[src/rtl/lights_pkg.sv]
// lights_pkg
// Shared definitions for the LED lighting path.
//   PWM_MAX     : last pwm_cnt value of a period (255 steps: 0..254)
//   WHITE       : full-scale colour word
//   pwm_state_t : driver FSM states
//   *_LSB       : bit position of each 8-bit colour field in the 24-bit word
package lights_pkg;

  localparam logic [7:0]  PWM_MAX = 8'd254;
  localparam logic [23:0] WHITE   = 24'hFFFFFF;

  typedef enum logic [1:0] {
    IDLE = 2'd0,
    RUN  = 2'd1,
    STOP = 2'd2
  } pwm_state_t;

  localparam int R_LSB = 16;
  localparam int G_LSB = 8;
  localparam int B_LSB = 0;

endpackage

[src/rtl/rgb_pwm_driver_if.sv]
// rgb_pwm_driver_if
// Bundles the colour request and the LED drive side of rgb_pwm_driver.
//   enable       : level run request (no handshake; sampled every clock)
//   light        : 24-bit colour word, only sampled when shadows load
//   led_r/g/b    : PWM drive outputs
//   period_start : first cycle of each PWM period
//   busy         : driver not idle
//   dbg_state    : current FSM state
//   dbg_pwm_cnt  : current PWM step counter
// modport master : colour source / bench side
// modport slave  : driver side
interface rgb_pwm_driver_if;
  import lights_pkg::*;

  logic        enable;
  logic [23:0] light;
  logic        led_r;
  logic        led_g;
  logic        led_b;
  logic        period_start;
  logic        busy;
  pwm_state_t  dbg_state;
  logic [7:0]  dbg_pwm_cnt;

  modport master (
    output enable, light,
    input  led_r, led_g, led_b, period_start, busy, dbg_state, dbg_pwm_cnt
  );

  modport slave (
    input  enable, light,
    output led_r, led_g, led_b, period_start, busy, dbg_state, dbg_pwm_cnt
  );

endinterface

[src/rtl/pwm_channel.sv]
// pwm_channel
// One colour channel: 8-bit shadow duty register plus registered compare.
//   clk, rst    : clock, async active-low reset
//   load        : copy duty_in into the shadow this cycle
//   active_next : driver will be non-idle next cycle
//   duty_in     : colour field from the light word
//   pwm_next    : PWM counter value for next cycle
//   led         : registered PWM output
module pwm_channel
  import lights_pkg::*;
(
  input  logic       clk,
  input  logic       rst,
  input  logic       load,
  input  logic       active_next,
  input  logic [7:0] duty_in,
  input  logic [7:0] pwm_next,
  output logic       led
);

  logic [7:0] duty;
  logic [7:0] duty_next;

  // The compare uses next-cycle counter and duty so the registered LED lines
  // up with the counter value it is shown alongside.
  assign duty_next = load ? duty_in : duty;

  always_ff @(posedge clk or negedge rst) begin
    if (!rst) begin
      duty <= 8'd0;
      led  <= 1'b0;
    end else begin
      duty <= duty_next;
      led  <= active_next && (pwm_next < duty_next);
    end
  end

endmodule

[src/rtl/rgb_pwm_driver.sv]
// rgb_pwm_driver
// Turns a 24-bit colour word into three PWM LED drives. Duties are latched
// once per PWM period; dropping enable drains the current period first.
//   PRESCALE : clock cycles per PWM step (>= 1)
//   clk      : system clock
//   rst      : asynchronous active-low reset
//   bus      : rgb_pwm_driver_if.slave (enable/light in, LEDs/status out)
module rgb_pwm_driver
  import lights_pkg::*;
#(
  parameter int PRESCALE = 4
) (
  input  logic               clk,
  input  logic               rst,
  rgb_pwm_driver_if.slave    bus
);

  localparam int PRE_W = (PRESCALE > 1) ? $clog2(PRESCALE) : 1;
  localparam logic [PRE_W-1:0] PRE_LAST = PRE_W'(PRESCALE - 1);

  localparam logic [1:0] ST_IDLE = IDLE;
  localparam logic [1:0] ST_RUN  = RUN;
  localparam logic [1:0] ST_STOP = STOP;

  logic [1:0]       state, state_n;
  logic [PRE_W-1:0] pre_cnt, pre_n;
  logic [7:0]       pwm_cnt, pwm_n;
  logic             tick, wrap, load, active_n;
  logic             ps_q;

  assign tick = (pre_cnt == PRE_LAST);
  assign wrap = tick && (pwm_cnt == PWM_MAX);

  always_comb begin
    state_n = state;
    pre_n   = pre_cnt;
    pwm_n   = pwm_cnt;
    load    = 1'b0;
    if (state == ST_IDLE) begin
      pre_n = '0;
      pwm_n = 8'd0;
      if (bus.enable) begin
        state_n = ST_RUN;
        load    = 1'b1;
      end
    end else begin
      pre_n = tick ? '0 : pre_cnt + 1'b1;
      if (tick) pwm_n = wrap ? 8'd0 : pwm_cnt + 8'd1;
      case (state)
        ST_RUN: begin
          // A wrap always reloads, even if enable falls on that same cycle;
          // the following STOP then drains one full period.
          if (wrap) load = 1'b1;
          if (!bus.enable) state_n = ST_STOP;
        end
        ST_STOP: begin
          if (bus.enable) begin
            // Resume without touching the counters.
            state_n = ST_RUN;
            if (wrap) load = 1'b1;
          end else if (wrap) begin
            state_n = ST_IDLE;
          end
        end
        default: state_n = ST_IDLE;
      endcase
    end
  end

  assign active_n = (state_n != ST_IDLE);

  always_ff @(posedge clk or negedge rst) begin
    if (!rst) begin
      state   <= ST_IDLE;
      pre_cnt <= '0;
      pwm_cnt <= 8'd0;
      ps_q    <= 1'b0;
    end else begin
      state   <= state_n;
      pre_cnt <= pre_n;
      pwm_cnt <= pwm_n;
      ps_q    <= active_n && (pwm_n == 8'd0) && (pre_n == '0);
    end
  end

  pwm_channel u_ch_r (
    .clk         (clk),
    .rst         (rst),
    .load        (load),
    .active_next (active_n),
    .duty_in     (bus.light[R_LSB +: 8]),
    .pwm_next    (pwm_n),
    .led         (bus.led_r)
  );

  pwm_channel u_ch_g (
    .clk         (clk),
    .rst         (rst),
    .load        (load),
    .active_next (active_n),
    .duty_in     (bus.light[G_LSB +: 8]),
    .pwm_next    (pwm_n),
    .led         (bus.led_g)
  );

  pwm_channel u_ch_b (
    .clk         (clk),
    .rst         (rst),
    .load        (load),
    .active_next (active_n),
    .duty_in     (bus.light[B_LSB +: 8]),
    .pwm_next    (pwm_n),
    .led         (bus.led_b)
  );

  assign bus.period_start = ps_q;
  assign bus.busy         = (state != ST_IDLE);
  assign bus.dbg_state    = pwm_state_t'(state);
  assign bus.dbg_pwm_cnt  = pwm_cnt;

endmodule

[src/flat_wrapper.sv]
// flat-port wrapper written by rule: the top's interface ports become plain ports
module rgb_pwm_driver_flat import lights_pkg::*;
#(
  parameter int PRESCALE = 4
)
  (clk, rst, bus_enable, bus_light, bus_led_r, bus_led_g, bus_led_b, bus_period_start, bus_busy, bus_dbg_state, bus_dbg_pwm_cnt);
  rgb_pwm_driver_if bus_i ();
  input  logic clk;
  input  logic rst;
  input wire logic [$bits(bus_i.enable)-1:0] bus_enable;
  input wire logic [$bits(bus_i.light)-1:0] bus_light;
  output wire logic [$bits(bus_i.led_r)-1:0] bus_led_r;
  output wire logic [$bits(bus_i.led_g)-1:0] bus_led_g;
  output wire logic [$bits(bus_i.led_b)-1:0] bus_led_b;
  output wire logic [$bits(bus_i.period_start)-1:0] bus_period_start;
  output wire logic [$bits(bus_i.busy)-1:0] bus_busy;
  output wire logic [$bits(bus_i.dbg_state)-1:0] bus_dbg_state;
  output wire logic [$bits(bus_i.dbg_pwm_cnt)-1:0] bus_dbg_pwm_cnt;
  assign bus_i.enable = bus_enable;
  assign bus_i.light = bus_light;
  assign bus_led_r = bus_i.led_r;
  assign bus_led_g = bus_i.led_g;
  assign bus_led_b = bus_i.led_b;
  assign bus_period_start = bus_i.period_start;
  assign bus_busy = bus_i.busy;
  assign bus_dbg_state = bus_i.dbg_state;
  assign bus_dbg_pwm_cnt = bus_i.dbg_pwm_cnt;
  rgb_pwm_driver #(.PRESCALE(PRESCALE)) u_core (.clk(clk), .rst(rst), .bus(bus_i));
endmodule
[config.mk]
export PLATFORM = sky130hd
export DESIGN_NAME = rgb_pwm_driver_flat
export DESIGN_NICKNAME = d
export VERILOG_FILES = /design/src/rtl/lights_pkg.sv /design/src/rtl/rgb_pwm_driver_if.sv /design/src/rtl/pwm_channel.sv /design/src/rtl/rgb_pwm_driver.sv /design/src/flat_wrapper.sv
export SDC_FILE = /design/constraint.sdc
export NUM_CORES = 1
export LEC_CHECK = 0
export CORE_ASPECT_RATIO = 1.1
export CORE_MARGIN = 2
export CORE_UTILIZATION = 53
export DETAILED_ROUTE_END_ITERATION = 12
export MAX_ROUTING_LAYER = met4
export PLACE_DENSITY = 0.86
export REMOVE_ABC_BUFFERS = 1
export SLEW_MARGIN = 20
export SYNTH_ARGS = -nofsm -noshare
export SYNTH_HDL_FRONTEND = slang
export SYNTH_SLANG_ARGS = --single-unit
[constraint.sdc]
create_clock -name clk -period 3.3 [get_ports clk]
set_clock_uncertainty 0.05 [all_clocks]
set_input_delay 0.495 -clock clk [delete_from_list [all_inputs] [get_ports clk]]
set_output_delay 0.495 -clock clk [all_outputs]
set_load 0.01 [all_outputs]
# ---- Yosys cells after proc, flatten, opt, wreduce, memory -nomap -nowiden
# Index checks and enable logic that the tools add are counted.
dict set report op_classes {
  n_mux 19
  n_reduce_logical 11
  n_eq_ne 4
  n_addsub 2
  magnitude_cmp 3
}
# operator n
set op_table {}
lappend op_table {{8-bit two-way mux} 6}
lappend op_table {{8-bit < comparator} 3}
lappend op_table {{2-bit two-way mux} 7}
lappend op_table {{8-bit by 1-bit adder with 8-bit output, second input constant} 1}
lappend op_table {{8-bit == test, second input constant} 1}
lappend op_table {{8-bit logical NOT} 1}
lappend op_table {{1-bit logical AND} 6}
lappend op_table {{2-bit == test, second input constant} 2}
lappend op_table {{2-bit logical NOT} 2}
lappend op_table {{1-bit two-way mux} 4}
lappend op_table {{2-bit case mux with 2 select lines} 1}
lappend op_table {{2-bit nonzero test} 2}
lappend op_table {{2-bit by 1-bit adder with 2-bit output, second input constant} 1}
lappend op_table {{2-bit by 1-bit == test with 1-bit output, second input constant} 1}
lappend op_table {{1-bit case mux with 2 select lines} 1}
dict set report totals {
  ff_bits 40
  input_bits 27
  out_inout_bits 15
}

# ---- Logic depth before layout (Yosys ltp)
# Gate-level depths: netlist of run 1.
dict set report logic_depth {
  depth_word 9
  ltp_mapped 12
}

# ---- Hierarchy
# A second synthesis of run 1 with hierarchy kept.
dict set report unflattened {
  hier_cells 225
  hier_area_um2 2382.3
}
# module area_each_um2 instances cells_each
set modules_own_cells {}
lappend modules_own_cells {pwm_channel 504.2 3 44}
lappend modules_own_cells {rgb_pwm_driver 869.6 1 93}

# ---- Worst setup path before layout of run 1
# Ideal clock, no wire load.
dict set report synth_timing {
  path_type {reg2reg}
  startpoint {register u_core.state[0] (netlist: u_core.bus.dbg_state[0])}
  endpoint {register u_core.u_ch_g.led}
  synth_period_minus_slack_ps 3070
  n_path_buf 1
  slack_ps 230
  setup_time_ps 111
  t_arrival_ps 2908
  stages_incl_launch_ff 12
  path_cell_list {dfrtp_1 > inv_1 > ha_1 > a21oi_1 > o21a_1 > nor2_1 > buf_4 > mux2i_1 > ha_1 > a211o_1 > a211o_1 > a2111oi_2}
}
dict set report synth_between {
  elab_chain_len 6
  elab_cells_between_ends 16
  classes_between {order compare (1); eq/ne (2); mux (10); reduce/logical (3)}
}
# item line
set synth_rtl {}
lappend synth_rtl {{start: declaration} rgb_pwm_driver.sv:25} ;# logic [1:0] state, state_n;
lappend synth_rtl {{start signal: assignment} rgb_pwm_driver.sv:79} ;# state <= state_n;
lappend synth_rtl {{2-bit == test, or another cell as far along} rgb_pwm_driver.sv:49} ;# case (state)
lappend synth_rtl {{1-bit case mux with 2 select lines / 2-bit two-way mux (equally long branches)} {rgb_pwm_driver.sv:49, rgb_pwm_driver.sv:57}}
lappend synth_rtl {{1-bit two-way mux / 2-bit case mux with 2 select lines (equally long branches)} {rgb_pwm_driver.sv:39, rgb_pwm_driver.sv:49}}
lappend synth_rtl {{8-bit two-way mux / 2-bit two-way mux (equally long branches)} {pwm_channel.sv:26, rgb_pwm_driver.sv:39}}
lappend synth_rtl {{8-bit < comparator / 2-bit nonzero test (equally long branches)} {pwm_channel.sv:34, rgb_pwm_driver.sv:70}}
lappend synth_rtl {{1-bit logical AND *} pwm_channel.sv:34} ;# led <= active_next && (pwm_next < duty_next);
lappend synth_rtl {{end signal: assignment} pwm_channel.sv:34}
lappend synth_rtl {{end: declaration} pwm_channel.sv:18} ;# output logic led
# Every way passes the cells marked *; elsewhere a longest branch is shown, timed or not.

# ---- Worst setup path in the final report of run 1
dict set report layout_timing {
  startpoint {register u_core.pre_cnt[0]}
  endpoint {register u_core.u_ch_r.led}
}
dict set report layout_between {
  elab_cells_between_ends 17
  classes_between {order compare (1); eq/ne (1); mux (12); reduce/logical (3)}
}
# item line
set layout_lines {}
lappend layout_lines {{start: declaration} rgb_pwm_driver.sv:26} ;# logic [PRE_W-1:0] pre_cnt, pre_n;
lappend layout_lines {{start signal: assignment} rgb_pwm_driver.sv:80} ;# pre_cnt <= pre_n;
lappend layout_lines {{2-bit == test *} rgb_pwm_driver.sv:31} ;# assign tick = (pre_cnt == PRE_LAST);
lappend layout_lines {{1-bit logical AND} rgb_pwm_driver.sv:32} ;# assign wrap = tick && (pwm_cnt == PWM_MAX);
lappend layout_lines {{8-bit two-way mux} rgb_pwm_driver.sv:48} ;# if (tick) pwm_n = wrap ? 8'd0 : pwm_cnt + 8'd1;
lappend layout_lines {{8-bit two-way mux *} rgb_pwm_driver.sv:48}
lappend layout_lines {{8-bit two-way mux *} rgb_pwm_driver.sv:39} ;# if (state == ST_IDLE) begin
lappend layout_lines {{net u_core.pwm_n[5]} rgb_pwm_driver.sv:27} ;# logic [7:0] pwm_cnt, pwm_n;
lappend layout_lines {{8-bit < comparator *} pwm_channel.sv:34}
lappend layout_lines {{1-bit logical AND *} pwm_channel.sv:34}
lappend layout_lines {{end signal: assignment} pwm_channel.sv:34}
lappend layout_lines {{end: declaration} pwm_channel.sv:18}
# The timed path passes the listed nets; every way through them passes the cells marked *.

==> results of run 1 <==
-- sequential cells by signal (all words and copies together) (netlist names) --
signal and cells:
u_core.bus.dbg_pwm_cnt 8, u_core.u_ch_r.duty 8, u_core.pre_cnt 2, u_core.u_ch_g.duty 8, u_core.u_ch_r.led 1, u_core.bus.dbg_state 2
u_core.u_ch_b.duty 8, u_core.bus.period_start 1, u_core.u_ch_g.led 1, u_core.u_ch_b.led 1
-- metal layers --
| layer | wire length [um] | vias to the layer above | track usage [%] |
|---|---|---|---|
| met5 | 0 | - | - |
| met4 | 144 | 0 | 11.3 |
| met3 | 205 | 15 | 3.04 |
| met2 | 2760 | 61 | 38.4 |
| met1 | 2380 | 937 | 26.4 |
| li1 | - | 951 | - |
-- layout by cell type (no fill, tap or decap), types with 7 or more instances in the layout --
cell                              netlist  final
sky130_fd_sc_hd__nor2_1                15     14
sky130_fd_sc_hd__dfrtp_1               40     39
sky130_fd_sc_hd__nand2_1               11     11
sky130_fd_sc_hd__ha_1                  27     27
sky130_fd_sc_hd__a21oi_1               14     14
sky130_fd_sc_hd__clkdlybuf4s50_1        0     40
sky130_fd_sc_hd__inv_1                 27     27
sky130_fd_sc_hd__o21ai_0               10     10
sky130_fd_sc_hd__mux2i_1               22     20
sky130_fd_sc_hd__buf_4                  2     10
sky130_fd_sc_hd__clkbuf_8               0      7
-- report_power, final --
group	internal [uW]	total, uW	switching (uW)
clock	186	354	168
combinational	571	1250	681
sequential	694	773	78.6
total	1450	2380	928
-- how the worst min path moves through the flow --
stage | end | slack, ps | depth (start not counted)
floorplan | u_core.bus.dbg_pwm_cnt[0] | 150 | 0
global placement | u_core.pre_cnt[0] | 400 | 1
detailed placement | u_core.pre_cnt[0] | 400 | 1
CTS | u_core.u_ch_b.duty[2] | 320 | 1
global route | u_core.bus.dbg_pwm_cnt[3] | 360 | 1
finish | u_core.u_ch_b.duty[2] | 270 | 1
-- per-stage QoR --
| step | instances | setup TNS, ps | instance area [sq um] | utilization, % |
|---|---|---|---|---|
| floorplan | 230 | -2460 | 2410 | - |
| global placement | 337 | 0 | 2960 | 65.0 |
| detailed placement | 337 | 0 | 2960 | 65.0 |
| CTS | 344 | 0 | 3060 | 67.1 |
| global route | 344 | 0 | 3070 | 67.3 |
| finish | 344 | 0 | 3070 | 67.3 |
-- cell type report --
| cell class | instances | area (sq um) |
|---|---|---|
| Multi-Input combinational cell | 163 | 1320 |
| Tap cell | 56 | 70.1 |
| Sequential cell | 40 | 1000 |
| Clock buffer | 7 | 96.3 |
| Timing Repair Buffer | 51 | 480 |
| Fill cell | 347 | 1490 |
| Inverter | 27 | 101 |
-- cells by family (layout without fill, tap and decap cells) --
| kind of cell | after synthesis | in the layout | share of synthesized area (%) |
|---|---|---|---|
| AOI/OAI and AO/OA | 53 | 53 | 15.5 |
| xor gates and xnor gates | 3 | 3 | 1.06 |
| adders and majority gates | 28 | 28 | 14.1 |
| buffers and inverters | 34 | 85 | 6.73 |
| DFF | 40 | 40 | 40.5 |
| muxes | 22 | 22 | 8.91 |
| and+or+nand+nor | 57 | 57 | 13.2 |
==> metrics.cfg, run 1 <==
[synth]
netlist_top_cells_count = sky130_fd_sc_hd__dfrtp_1 (40), sky130_fd_sc_hd__ha_1 (27), sky130_fd_sc_hd__inv_1 (27)
yosysUniqueCellTypes = 43
synth_largest_type_area_fraction_pct = 40.5
count_of_yosys_warnings_during_synthesis = 0
postSynthCellCount = 237
share_of_the_yosys_chip_area_belonging_to_registers_pct = 40.5
synth_top_cells_by_area = sky130_fd_sc_hd__dfrtp_1 (40%), sky130_fd_sc_hd__ha_1 (14%), sky130_fd_sc_hd__mux2i_1 (8.9%)
synth_area_per_cell_sq_um = 10.4
synth_ff_type = sky130_fd_sc_hd__dfrtp_1
yosysTopAreaCell = sky130_fd_sc_hd__dfrtp_1
async_reset_ff_share_pct = 100
synth_edf_count = 0
synth_area_sq_mm = 0.00247
synth_most_common_cell = sky130_fd_sc_hd__dfrtp_1
postSynthRegisterBits = 40

[job]
timing.max_cap.violations = 0

[placement]
gpl.final_weighted_congestion = 0.882
hpwlAfterDp_um = 4180
preCtsSetupSlack_ps = 53.7
port_buffers = 41

[clock_network]
clk_pin_slew_ps = 80
cts_post_setup_buffers_inserted = 0
clock_path_buffers = 2
cts_root_buffer = sky130_fd_sc_hd__clkbuf_8
cts_tree = yes
cts.htree.levels = 2
clkSinkCount = 40
clk-insertion-delay-late_ps = 290
cts-buffers-inserted = 5
ctsResizeCount = 0
hold_buffers = 0

[hold_path]
hold_class = in -> async

[drt]
drt_wl_total_um = 5490
dr_total_vias = 1964
routed_via_density = 5.71
detail_route.iter0.violations = 116
drc = 0
avgRoutedWirePerCell_um = 16.0
detail-route-antenna-nets = 0
detailedRoute.firstPassIterationCount = 4

[sta]
hold-worst-slack_ps = 271
timing.final.setup_violations = 0
timing.fmax_mhz = 323
fin_crit_ps = 3100
layout_worst_path_cycle_share_pct = 93.9
final-max-slew-violation-count = 0
final_hold_viol_count = 0
unrepaired_setup_endpoints_after_global_routing = no
final_critical_path_setup_slack_ps = 200
maxSlewHeadroom_pct = 40.4
tightest_slew_ps = 895

[setup_path]
worst_setup_path_startpoint = u_core.pre_cnt[0]
startpoint_type_of_the_worst_setup_path = flip-flop
cp.arrival_ps = 3230
worstPathCellList = ha_1 > nand4_1 > or3_2 > a31oi_1 > ha_1 > a21o_1 > a21oi_1 > and2b_2 > a2111oi_2
critical_path_peak_fanout = 7
critPathBufInv = 0
ff2ff_path_depth = 9
cpMostUsedCell = sky130_fd_sc_hd__ha_1
critPathSlowestCell = sky130_fd_sc_hd__or3_2
criticalPathCategory = reg -> reg
cp_num_cells = 9
worst_setup_path_end_kind = flip-flop
required_ps = 3430
r2r_slack_ps = 200
worst_setup_path_endpoint = u_core.u_ch_r.led
rr_endpoint = u_core.u_ch_r.led
rr_startpoint = u_core.pre_cnt[0]
max_stage_delay_ps = 440
critical_path.top_delay_family = compound AO/OA/AOI/OAI gates

[floorplan]
start_util_pct = 54.3
core_area_sq_mm = 0.00455
io_pins = 42
floorplan.die.width_um = 69.1
dieArea_sq_mm = 0.00523
row_count = 26
chipHeight_um = 75.6

[pwr]
powerDensity_mw_per_mm2 = 776
irDropWorstVdd_mv = 0.402
totalPowerFinal_uw = 2380
leakage_uw = 0.00147

[grt]
grt_util_all_layers_pct = 22.4
initial_antenna_violation_count = 0
first_global_vias = 1918
grt_first_pass_wirelength_um = 8830
gr-total-overflow = 0
grt_start_max_net_pins = 41

[finish]
num-nets-final = 342
drive_gt1_share_pct = 12.8
antennaDiodeCount = 0
syn_to_final_growth_pct = 24.0

[status]
outcome = completed

(Power assumes the default switching activity.)
==> run 2: changes to the inputs <==
Settings changed: CORE_MARGIN 2 to not set, PLACE_DENSITY 0.86 to 0.8.
==> run 2 against run 1 <==
Against the previous run:
- fmax up 0.17%
- worst setup slack gained 5.3 ps
- core utilization is 3.1 points higher
- non-clock buffer count is 2 higher
- clock-buffer cell count is 1 lower
- largest power group unchanged
- highest routed layer unchanged
==> metrics.cfg, run 2 (same netlist as run 1, synthesis figures left out) <==
[drt]
dr_total_vias = 1961
drc = 0
detail-route-antenna-nets = 0
routed_via_density = 5.68
detailedRoute.firstPassIterationCount = 4
avgRoutedWirePerCell_um = 15.6
drt_wl_total_um = 5400
detail_route.iter0.violations = 161

[hold_path]
hold_class = in -> async

[clock_network]
cts-buffers-inserted = 5
clock_path_buffers = 2
cts.htree.levels = 2
hold_buffers = 0
clk-insertion-delay-late_ps = 290
cts_tree = yes
cts_root_buffer = sky130_fd_sc_hd__clkbuf_8
clkSinkCount = 40
clk_pin_slew_ps = 80

[pwr]
power.share.switching_pct = 39.0
powerDensity_mw_per_mm2 = 761
p_sw_uw = 915
cell_internal_power_dissipation_uw = 1430
power.clock.fraction_pct = 14.3
totalPowerFinal_uw = 2350
share_seq_of_total_power_pct = 32.7
leakage_uw = 0.00149
power.share.combinational_pct = 52.9
irDropWorstVdd_mv = 0.506

[sta]
fin_crit_ps = 3090
timing.final.setup_violations = 0
unrepaired_setup_endpoints_after_global_routing = no
final_hold_viol_count = 0
maxSlewHeadroom_pct = 41.8
layout_worst_path_cycle_share_pct = 93.8
final-max-slew-violation-count = 0
timing.fmax_mhz = 323
tightest_slew_ps = 873
timing.setup.tns_ps = 0

[placement]
port_buffers = 41
cells_after_dpl = 337
gpl.final_weighted_congestion = 0.863
hpwlAfterDp_um = 4080

[finish]
layout.cells.most_common = sky130_fd_sc_hd__clkdlybuf4s50_1
fillCellCount = 335
final_cell_count_no_fill = 345
postLayoutCoreUtil_pct = 70.4
num-nets-final = 344
drive_gt1_share_pct = 14.1
syn_to_final_growth_pct = 24.7
most-common-layout-cells = sky130_fd_sc_hd__clkdlybuf4s50_1 (40), sky130_fd_sc_hd__dfrtp_1 (39), sky130_fd_sc_hd__inv_1 (27), sky130_fd_sc_hd__ha_1 (27), sky130_fd_sc_hd__mux2i_1 (20)
antennaDiodeCount = 0

[setup_path]
worstPathCellList = inv_1 > ha_1 > and4_4 > a21oi_2 > nor2_4 > buf_6 > buf_4 > mux2i_1 > ha_1 > a21o_1 > a21oi_1 > and2b_2 > a2111oi_2
cp.arrival_ps = 3240
criticalPathCategory = reg -> reg
cpMostUsedCell = sky130_fd_sc_hd__ha_1
worst_setup_path_end_kind = flip-flop
critical_path_peak_fanout = 10
max_stage_delay_ps = 450
startpoint_type_of_the_worst_setup_path = flip-flop
critPathSlowestCell = sky130_fd_sc_hd__dfrtp_1
required_ps = 3440

[grt]
initial_antenna_violation_count = 0
grt_first_pass_wirelength_um = 8890
gr-total-overflow = 0
first_global_vias = 1913
grt_util_all_layers_pct = 25.2
grt_start_max_net_pins = 41

[floorplan]
io_pins = 42
core_area_sq_mm = 0.00438
start_util_pct = 56.5
floorplan.die.width_um = 67.1
chipHeight_um = 73.6
dieArea_sq_mm = 0.00494
row_count = 25

[job]
timing.max_cap.violations = 0

[status]
outcome = completed

run 2: layer usage:
metal / GRT usage [%] / vias up / share of wire (%)
li1: - / 956 / -
met3: 4.19 / 10 / 4.5
met2: 40.9 / 59 / 51
met5: - / - / 0
met4: 7.80 / 0 / 2.1
met1: 31.8 / 936 / 43
run 2: power groups by stage:
stage / combinational (uW) / clock (uW) / sequential [uW]
2_1_floorplan: 818 / 0 / 771
3_3_place_gp: 1170 / 0 / 769
3_5_place_dp: 1210 / 0 / 772
4_1_cts: 1220 / 340 / 765
5_1_grt: 1410 / 363 / 784
6_report: 1240 / 337 / 768
run 2: path summary, 6_finish.rpt:
| check | from | slack [ps] | cells after the start | endpoint |
|---|---|---|---|---|
| max in group asynchronous | rst | 2330 | 1 | u_core.bus.dbg_state[0] |
| max reg2reg | u_core.bus.dbg_pwm_cnt[0] | 210 | 13 | u_core.u_ch_r.led |
| max | u_core.bus.dbg_pwm_cnt[0] | 210 | 13 | u_core.u_ch_r.led |
| min reg2reg | u_core.pre_cnt[0] | 410 | 1 | u_core.pre_cnt[0] |
| min | rst | 260 | 1 | u_core.bus.dbg_pwm_cnt[3] |
| min in group clk | u_core.pre_cnt[0] | 410 | 1 | u_core.pre_cnt[0] |
run 2: through the flow:
| stage | setup WS (ps) | hold slack (ps) | cell area, sq um |
|---|---|---|---|
| floorplan | -846 | 149 | 2410 |
| global placement | 142 | 400 | 2970 |
| detailed placement | 80.6 | 405 | 2970 |
| CTS | 111 | 305 | 3070 |
| global route | 13.3 | 357 | 3080 |
| finish | 205 | 261 | 3080 |
run 2: what timing repair did:
| item | 4_1_cts | 5_1_grt |
|---|---|---|
| hold endpoints to repair | 0 | 0 |
| endpoints found under the setup margin | 0 | 3 |
| gates resized for setup | 0 | 6 |
| buffers inserted | 0 | 0 |
run 2: cell type report:
| cell class | count | area [sq um] | share of cell area, % |
|---|---|---|---|
| Timing Repair Buffer | 53 | 499 | 16.2 |
| Clock buffer | 6 | 82.6 | 2.68 |
| Inverter | 27 | 101 | 3.29 |
| Sequential cell | 40 | 1000 | 32.5 |
| Clock inverter | 2 | 10.0 | 0.325 |
| Multi-Input combinational cell | 163 | 1320 | 42.8 |
| Tap cell | 54 | 67.6 | 2.19 |
run 2: critical path: cells and delay by family, from the launching register on:
| family | cells | cell delay (ps) |
|---|---|---|
| AO/OA/AOI/OAI | 4 | 910 |
| adder cells (fa/ha/maj) | 2 | 500 |
| buffers and inverters | 3 | 450 |
| flip-flops | 1 | 450 |
| multiplexers | 1 | 140 |
| AND/OR/NAND/NOR | 3 | 500 |
==> run 3: changes to the inputs <==
Settings changed: CORE_MARGIN set to 10.
==> run 3 against run 2 <==
Against the previous run:
- clock power fell by 15%
- critical endpoint unchanged
- fmax down 0.98%
- combinational power hardly changed
- total power shrank 1.3%
- worst setup slack got worse by 31 ps
- sequential share of layout area grew 0.41 points
- critical path type unchanged
- die area rose by 58%
==> metrics.cfg, run 3 (same netlist as run 1, synthesis figures left out) <==
[status]
outcome = completed

[finish]
num-nets-final = 340
syn_to_final_growth_pct = 23.2
drive_gt1_share_pct = 11.6
antennaDiodeCount = 0
fillCellCount = 364
layout.cells.most_common = sky130_fd_sc_hd__clkdlybuf4s50_1
most-common-layout-cells = sky130_fd_sc_hd__clkdlybuf4s50_1 (40), sky130_fd_sc_hd__dfrtp_1 (39), sky130_fd_sc_hd__inv_1 (27), sky130_fd_sc_hd__ha_1 (27), sky130_fd_sc_hd__mux2i_1 (21)

[sta]
unrepaired_setup_endpoints_after_global_routing = no
layout_worst_path_cycle_share_pct = 94.7
tightest_slew_ps = 869
timing.fmax_mhz = 320
timing.final.setup_violations = 0
maxSlewHeadroom_pct = 42.1
final-max-slew-violation-count = 0
timing.setup.tns_ps = 0
final_hold_viol_count = 0
fin_crit_ps = 3130
hold-worst-slack_ps = 261

[job]
timing.max_cap.violations = 0

[pwr]
cell_internal_power_dissipation_uw = 1400
irDropWorstVdd_mv = 0.358
totalPowerFinal_uw = 2320
share_seq_of_total_power_pct = 33.1
power.share.switching_pct = 39.7
powerDensity_mw_per_mm2 = 761
power.clock.fraction_pct = 12.4
power.share.combinational_pct = 54.5
p_sw_uw = 919
leakage_uw = 0.00145

[setup_path]
rr_endpoint = u_core.u_ch_r.led
r2r_slack_ps = 170
critical_path_peak_fanout = 6
required_ps = 3430
ff2ff_path_depth = 11
criticalPathCategory = reg -> reg
cp.arrival_ps = 3250
startpoint_type_of_the_worst_setup_path = flip-flop
rr_startpoint = u_core.bus.dbg_state[0]
worst_setup_path_startpoint = u_core.bus.dbg_state[0]
worst_setup_path_end_kind = flip-flop

[floorplan]
core_area_sq_mm = 0.00459
start_util_pct = 53.9
chipHeight_um = 91.6
row_count = 26
floorplan.die.width_um = 85.1
dieArea_sq_mm = 0.00780
io_pins = 42

[grt]
grt_util_all_layers_pct = 15.2
gr-total-overflow = 0
first_global_vias = 2003
initial_antenna_violation_count = 0
grt_first_pass_wirelength_um = 9520
grt_start_max_net_pins = 41

[clock_network]
clk_pin_slew_ps = 70
ctsResizeCount = 0
cts_post_setup_buffers_inserted = 0
clkSinkCount = 40
clock_path_buffers = 2
clk-insertion-delay-late_ps = 290
cts-buffers-inserted = 5
hold_buffers = 0
cts_tree = yes
cts.htree.levels = 2
cts_root_buffer = sky130_fd_sc_hd__clkbuf_8

[drt]
detail-route-antenna-nets = 0
detailedRoute.firstPassIterationCount = 4
drc = 0
drt_wl_total_um = 5650
met3_length_um = 291
met2RoutedLength_um = 2800
routed_via_density = 5.65
avgRoutedWirePerCell_um = 16.6
dr_total_vias = 1922
met1_length_um = 2410
routed.top_layer = met4
detail_route.iter0.violations = 123

[placement]
port_buffers = 41
gpl.final_weighted_congestion = 0.868
hpwlAfterDp_um = 4500

[hold_path]
hold_class = in -> async

==> run 3: layout make-up <==
cell class,count,area (sq um),share of cell area [%]
multi-input combinational,163,1330,43.5
inverter,27,101,3.33
clock buffer,5,68.8,2.26
sequential,40,1000,32.9
tap,56,70.1,2.30
timing repair buffer,49,478,15.7
==> run 3: how the worst max path moves through the flow <==
stage / endpoint / slack, ps / cells after the start
floorplan: u_core.u_ch_g.led / -850 / 10
detailed placement: u_core.u_ch_b.led / -30 / 10
finish: u_core.u_ch_r.led / 170 / 11
global route: u_core.u_ch_g.led / 6 / 12
global placement: u_core.u_ch_g.led / 80 / 10
CTS: u_core.u_ch_r.led / 70 / 11
==> run 3: through the flow <==
step	setup WS [ps]	utilization [%]	area, sq um	cells
finish	175	66.4	3050	340
global route	5.77	66.4	3050	340
CTS	73.2	66.0	3030	340
detailed placement	-31.2	64.5	2960	335
global placement	83.0	64.5	2960	335
floorplan	-846	-	2410	230
==> run 3: layer usage <==
metal	track usage (%)	vias to the layer above
li1	-	944
met4	6.87	0
met5	-	-
met1	17.6	911
met2	24.3	54
met3	3.89	13
==> run 3: critical path, cell delays in order (launching register included) <==
cell and delay [ps]:
sky130_fd_sc_hd__dfrtp_2 410, sky130_fd_sc_hd__inv_1 70, sky130_fd_sc_hd__ha_1 360, sky130_fd_sc_hd__a21oi_1 110
sky130_fd_sc_hd__o21a_2 240, sky130_fd_sc_hd__nor2_4 130, sky130_fd_sc_hd__buf_4 180, sky130_fd_sc_hd__mux2i_1 260
sky130_fd_sc_hd__ha_1 280, sky130_fd_sc_hd__a211o_1 310, sky130_fd_sc_hd__a211o_1 240, sky130_fd_sc_hd__a2111oi_2 360
==> run 3: power groups by stage <==
stage | clock network [uW] | registers (uW) | logic (uW)
after floorplan | 0 | 771 | 818
after global placement | 0 | 769 | 1200
after detailed placement | 0 | 775 | 1240
after CTS | 297 | 766 | 1250
after global routing | 313 | 787 | 1420
final | 288 | 767 | 1260
